--- config.mk ---
export PLATFORM = sky130hd
export DESIGN_NAME = bus_mem_responder
export DESIGN_NICKNAME = d
export VERILOG_FILES = /design/src/rtl/bus_mem_responder.sv
export SDC_FILE = /design/constraint.sdc
export NUM_CORES = 2
export LEC_CHECK = 0
export ABC_AREA = 1
export ABC_CLOCK_PERIOD_IN_PS = 71700
export CAP_MARGIN = 20
export CELL_PAD_IN_SITES_DETAIL_PLACEMENT = 0
export CELL_PAD_IN_SITES_GLOBAL_PLACEMENT = 1
export CORE_MARGIN = 3
export CORE_UTILIZATION = 30
export DETAILED_ROUTE_END_ITERATION = 7
export PLACE_DENSITY_LB_ADDON = 0.1
export SLEW_MARGIN = 20
export SYNTH_ARGS = -nofsm -noshare
export SYNTH_HDL_FRONTEND = slang
export SYNTH_SLANG_ARGS = --single-unit
--- constraint.sdc ---
create_clock -name clk -period 71.7 [get_ports clk]
set_clock_uncertainty 0.2 [all_clocks]
set_input_delay 7.17 -clock clk [delete_from_list [all_inputs] [get_ports clk]]
set_output_delay 7.17 -clock clk [all_outputs]
set_load 0.02 [all_outputs]
--- src/rtl/bus_mem_responder.sv ---
// Bus-cycle responder with a 256x8 memory window at {BASE_HI, 8'hxx}.
// Each accepted Start runs ADDR, WAIT x WAIT_STATES, DATA, END; all outputs are registered.
module bus_mem_responder #(
    parameter logic [11:0] BASE_HI     = 12'h200,
    parameter int unsigned WAIT_STATES = 1
) (
    input  logic        clk,
    input  logic        reset,
    input  logic        Start,
    input  logic [19:0] Direction,
    input  logic        RD_WR,
    input  logic [7:0]  Data_in,
    output logic [7:0]  Data_out,
    output logic        Data_oe,
    output logic        Ready,
    output logic        Busy,
    output logic        Fault,
    output logic [15:0] Cycle_Count
);

    typedef enum logic [2:0] {StIdle, StAddr, StWait, StData, StEnd} state_e;

    state_e      r_state;
    state_e      w_state_next;
    logic [19:0] r_addr;
    logic        r_wr;
    logic [2:0]  r_wait;
    logic [15:0] r_cycle_count;
    logic [7:0]  r_mem [256];
    logic [7:0]  r_data_out;
    logic        r_data_oe;
    logic        r_ready;
    logic        r_busy;
    logic        r_fault;
    logic        w_hit;

    assign w_hit = (r_addr[19:8] == BASE_HI);

    always_comb begin
        w_state_next = r_state;
        unique case (r_state)
            StIdle:  if (Start) w_state_next = StAddr;
            StAddr:  w_state_next = (WAIT_STATES == 0) ? StData : StWait;
            StWait:  if (r_wait == 3'd1) w_state_next = StData;
            StData:  w_state_next = StEnd;
            StEnd:   w_state_next = StIdle;
            default: w_state_next = StIdle;
        endcase
    end

    always_ff @(posedge clk or posedge reset) begin
        if (reset) begin
            r_state       <= StIdle;
            r_addr        <= '0;
            r_wr          <= 1'b0;
            r_wait        <= '0;
            r_cycle_count <= '0;
        end else begin
            r_state <= w_state_next;
            if (r_state == StIdle && Start) begin
                r_addr <= Direction;
                r_wr   <= RD_WR;
            end
            if (r_state == StAddr) begin
                r_wait <= 3'(WAIT_STATES);
            end else if (r_state == StWait) begin
                r_wait <= r_wait - 3'd1;
            end
            if (r_state == StEnd) begin
                r_cycle_count <= r_cycle_count + 16'd1;
            end
        end
    end

    // Outputs are decoded from the state being entered so they line up with it.
    always_ff @(posedge clk or posedge reset) begin
        if (reset) begin
            r_data_out <= 8'h00;
            r_data_oe  <= 1'b0;
            r_ready    <= 1'b0;
            r_busy     <= 1'b0;
            r_fault    <= 1'b0;
        end else begin
            r_busy     <= (w_state_next != StIdle);
            r_ready    <= (w_state_next == StData);
            r_fault    <= (w_state_next == StData) && !w_hit;
            r_data_oe  <= (w_state_next == StData) && !r_wr;
            if (w_state_next == StData && !r_wr) begin
                r_data_out <= w_hit ? r_mem[r_addr[7:0]] : 8'hFF;
            end else begin
                r_data_out <= 8'h00;
            end
        end
    end

    always_ff @(posedge clk or posedge reset) begin
        if (reset) begin
            for (int i = 0; i < 256; i++) begin
                r_mem[i] <= 8'h00;
            end
        end else if (r_state == StData && r_wr && w_hit) begin
            r_mem[r_addr[7:0]] <= Data_in;
        end
    end

    assign Data_out    = r_data_out;
    assign Data_oe     = r_data_oe;
    assign Ready       = r_ready;
    assign Busy        = r_busy;
    assign Fault       = r_fault;
    assign Cycle_Count = r_cycle_count;

endmodule

Yosys cells after proc, flatten, opt, wreduce, memory -nomap -nowiden
Index checks and enable logic that the tools add are counted.
{"block": "word_totals", "register_bits": 2103, "in_bits": 32, "output_inout_bits": 28, "wordCells": 302}
{"block": "classes", "add_sub_neg": 2, "order_cmp": 2, "eq_ne": 7, "mux": 13, "n_bitwise": 1, "n_reduce_logical": 11}
{"op": "$bwmux W2048", "count": 1}
{"op": "$bmux W8 S8", "count": 1}
{"op": "$demux W8 S8", "count": 1}
{"op": "$mux W8", "count": 5}
{"op": "$add A16 B1 Y16 const B", "count": 1}
{"op": "$eq A12 B10 Y1 const B", "count": 1}
{"op": "$mux W3", "count": 4}
{"op": "$pmux W3 S4", "count": 1}
{"op": "$eq A3 B2 Y1 const B", "count": 3}
{"op": "$ge A9 B9 Y1 const B", "count": 1}
{"op": "$lt A9 B1 Y1 const B", "count": 1}
{"op": "$not A8 Y9", "count": 1}
{"op": "$eq A3 B1 Y1 const B", "count": 2}
{"op": "$logic_and A1 B1 Y1", "count": 6}
{"op": "$eq A3 B3 Y1 const B", "count": 1}
{"op": "$logic_not A3 Y1", "count": 1}
{"op": "$reduce_bool A3 Y1", "count": 1}
{"op": "$sub A3 B1 Y3 const B", "count": 1}
{"op": "$logic_not A1 Y1", "count": 2}
{"op": "$reduce_bool A2 Y1", "count": 1}

Longest topological paths before layout
{"block": "depth", "ltp_word": 6, "depth_mapped": 18, "mapped_depth_nobuf": 15}

Least setup slack after synthesis
OpenSTA, ideal clock, no wires.
{"block": "synth_path", "kind": "input to register", "startpoint": "in Start", "endpoint": "reg r_addr[0]", "arrival_ns": 8.023, "t_required_ns": 71.422, "setup_slack_ns": 63.399, "cell_stages": 5, "n_path_buf": 2, "path_cell_list": "nand3_1 clkbuf_1 clkbuf_1 nor2_1 a21oi_1"}
{"block": "synth_via", "elab_chain_cells": 1}
{"item": "start, declared", "line_no": "9", "text": "input logic Start,"}
{"item": "$logic_and A1 B1 Y1", "line_no": "60", "text": "if (r_state == StIdle && Start) begin"}
{"item": "end signal, assigned", "line_no": "61", "text": "r_addr <= Direction;"}
{"item": "end, declared", "line_no": "25", "text": "logic [19:0] r_addr;"}
Every way passes these cells.
A chain may end at the register's enable or synchronous reset.

==> flow_summary.yaml <==
timing:
  maxSlewHeadroom: 0.242
  setup_viol: 0
  max_freq_ghz: 0.0879
  finalHoldViolations: 0
  hold_ws_ns: 0.279
  fin_crit_ns: 11.38
  slew_violations: 0
  tightest_slew_ns: 1.14
  setup_tns_ns: 0
  setup_ws_ns: 60.32
  grt_setup_unrepaired: "no"
  fin_crit_sh: 0.159
clock_network:
  clk_path_buf_depth: 4
  root_buffer: "clkbuf_16"
  cts_made_buffers: 264
  cts-htree-levels: 5
  worstSkewPairLatency_ns: 0.88
  cts_sinks: 2103
  cts_resized: 0
  cts_hold_buf: 0
  clkTransAtPathRegs_ns: 0.06
  cts_tree: "done"
  cts_setup_buffers: 0
die:
  io-pin-count: 60
  die_y_um: 569
  die_area_sq_mm: 0.324
  core_area_sq_mm: 0.315
  die_w_um: 569
  rows: 206
  start_util: 0.302
grt:
  grt_max_degree: 156
  grt_pass1_wl_mm: 531
  track_usage: 0.217
  grt_overflow: 0
  first_global_vias: 76700
  antenna_found_initial: 6
worst_setup_path:
  slowest_stage: "buf_4"
  critPathMaxFanout: 133
  cp.depth: 7
  cp_top_family: "buffers and inverters"
  cp-end-kind: "async pin"
  worstSetupPathType: "input port to async pin"
  crit_required_ns: 72.38
  critPathArrivalTime_ns: 12.06
  cp-start-kind: "input port"
  cp_common_cell: "buf_4"
  path_cells: "clkdlybuf4s50_1 > inv_8 > buf_4 > buf_12 > buf_4 > buf_4 > buf_4"
  cpPeakStageDelay_ns: 0.81
  cp_num_buf_inv: 7
  r2r_cells: 14
yosys:
  synth_common_cells: "5580 x nand2_1, 2103 x dfrtp_1, 1403 x o21ai_0, 755 x o21ai_1, 544 x clkbuf_1"
  ys_warn_count: 0
  yosysUniqueCellTypes: 41
  yosysTopAreaCell: "dfrtp_1"
  syn-cell-area_sq_mm: 0.0952
  netlist_top_cells_area: "dfrtp_1 55%, nand2_1 22%, o21ai_0 7.4%"
  synth_top_area_frac: 0.553
  synth_seq_cells: 2103
  yosysMostFrequentCell: "nand2_1"
  syn_inst: 11800
  synth_area_per_cell_sq_um: 8.06
  synth_edf_count: 0
  yosysSeqAreaShare: 0.553
  synthesis.nets: 11800
  synth_flop_cell: "dfrtp_1"
  ys_async_sr_fraction: 1.00
power_and_ir_drop:
  power.share.switching: 0.417
  pwr-share-clk: 0.332
  power_leakage_nw: 54.9
  sequentialPowerShare: 0.302
  p_int_mw: 2.34
  switchingPower_mw: 1.68
  power_density_mw_per_mm2: 37.6
  p_comb_frac: 0.366
  peakVddDrop_v: 0.0000369
  total_power_mw: 4.01
routing:
  via_per_inst: 4.96
  first_pass_iters: 6
  drc: 0
  first_iter_violations: 6631
  ant_nets: 0
  vias: 78300
  routed_wl_mm: 355
  routedWlPerCell_um: 22.5
layout:
  synthToLayoutAreaGrowth_pct: 12.3
  fin_nets: 11400
  fin_util: 0.339
  layoutNonFillerInstCount: 15800
  finalInstanceArea_sq_mm: 0.107
  drive_gt1_frac: 0.0672
flow_run:
  cap_violations: 0
place:
  preCtsSetupSlack_ns: 59.11
  gp_congestion: 0.769
  io_buffers: 59
  postPlaceCellArea_sq_mm: 0.0984
  dp.cells: 15300
  dp_hpwl_mm: 200
min_path:
  hold_class: "flop to flop"
  hold_depth: 2
run_status:
  run_status: "complete, no violations"
[final cells by class]
class                      instances  area [sq um]
clock buffer                     411          7870
sequential                      2103         52600
tap                             4160          5200
timing repair buffer             194          1810
inverter                          52           298
clock inverter                    53           621
multi-input combinational       8798         38400
antenna                            6          15.0
fill                           33200        208000
[kinds of logic after synthesis]
family	synth area share
buffers and inverters	0.0445
multiplexers	0.00177
AND/OR/NAND/NOR	0.274
flip-flops	0.553
XOR/XNOR	0.00129
adder cells (fa/ha/maj)	0.000394
AO/OA/AOI/OAI	0.125
[registers in the layout, summed over array words and instances (netlist names), 3 cells and up]
signal,count
r_mem,2048
r_wait,3
r_state,3
Cycle_Count,16
r_addr,20
Data_out,8
[layout by cell type, fill, tap and decap left out, types with 59 or more instances in the layout]
master           Yosys  layout
nand4_1            217     217
clkbuf_1           544      85
a21oi_1            116     116
buf_4               15     117
nand2_4            104     104
nand2_1           5580    5578
nand2_2             59      61
clkbuf_16            0     272
nor2_1             320     312
o21ai_1            755     755
nand3_1            107     107
o21ai_0           1403    1403
dfrtp_1           2103    2101
clkdlybuf4s50_1      0      59
[power groups by stage]
stage                     Combinational, mW  Sequential, mW  Clock (mW)
after floorplan                       0.834            1.23           0
after global placement                 1.50            1.23           0
after detailed placement               1.50            1.23           0
after CTS                              1.50            1.21        1.37
after global routing                   1.62            1.21        1.42
final                                  1.47            1.21        1.33
[final timing paths]
check	slack (ns)	to	from
setup / recovery	60.32	r_mem[564]	reset
hold / removal	0.28	r_mem[372]	r_mem[372]
setup reg to reg	65.69	Data_out[2]	r_addr[1]
hold reg to reg	0.28	r_mem[372]	r_mem[372]
max in group clk	61.79	r_mem[514]	Data_in[2]
min in group asynchronous	6.68	r_mem[301]	reset
[metal layers]
metal	wire length, um	share of wire	up-vias	track usage
met5	0	0	-	0
met3	14100	0.040	445	0.0212
li1	-	-	37200	-
met2	163000	0.46	1843	0.350
met4	8950	0.025	0	0.0538
met1	170000	0.48	38800	0.313
[tightest hold or removal path: stages, from the launching register on]
cell     delay, ns
dfrtp_1       0.34
nand2_1       0.05
o21ai_0       0.05
(Power assumes the default switching activity.)
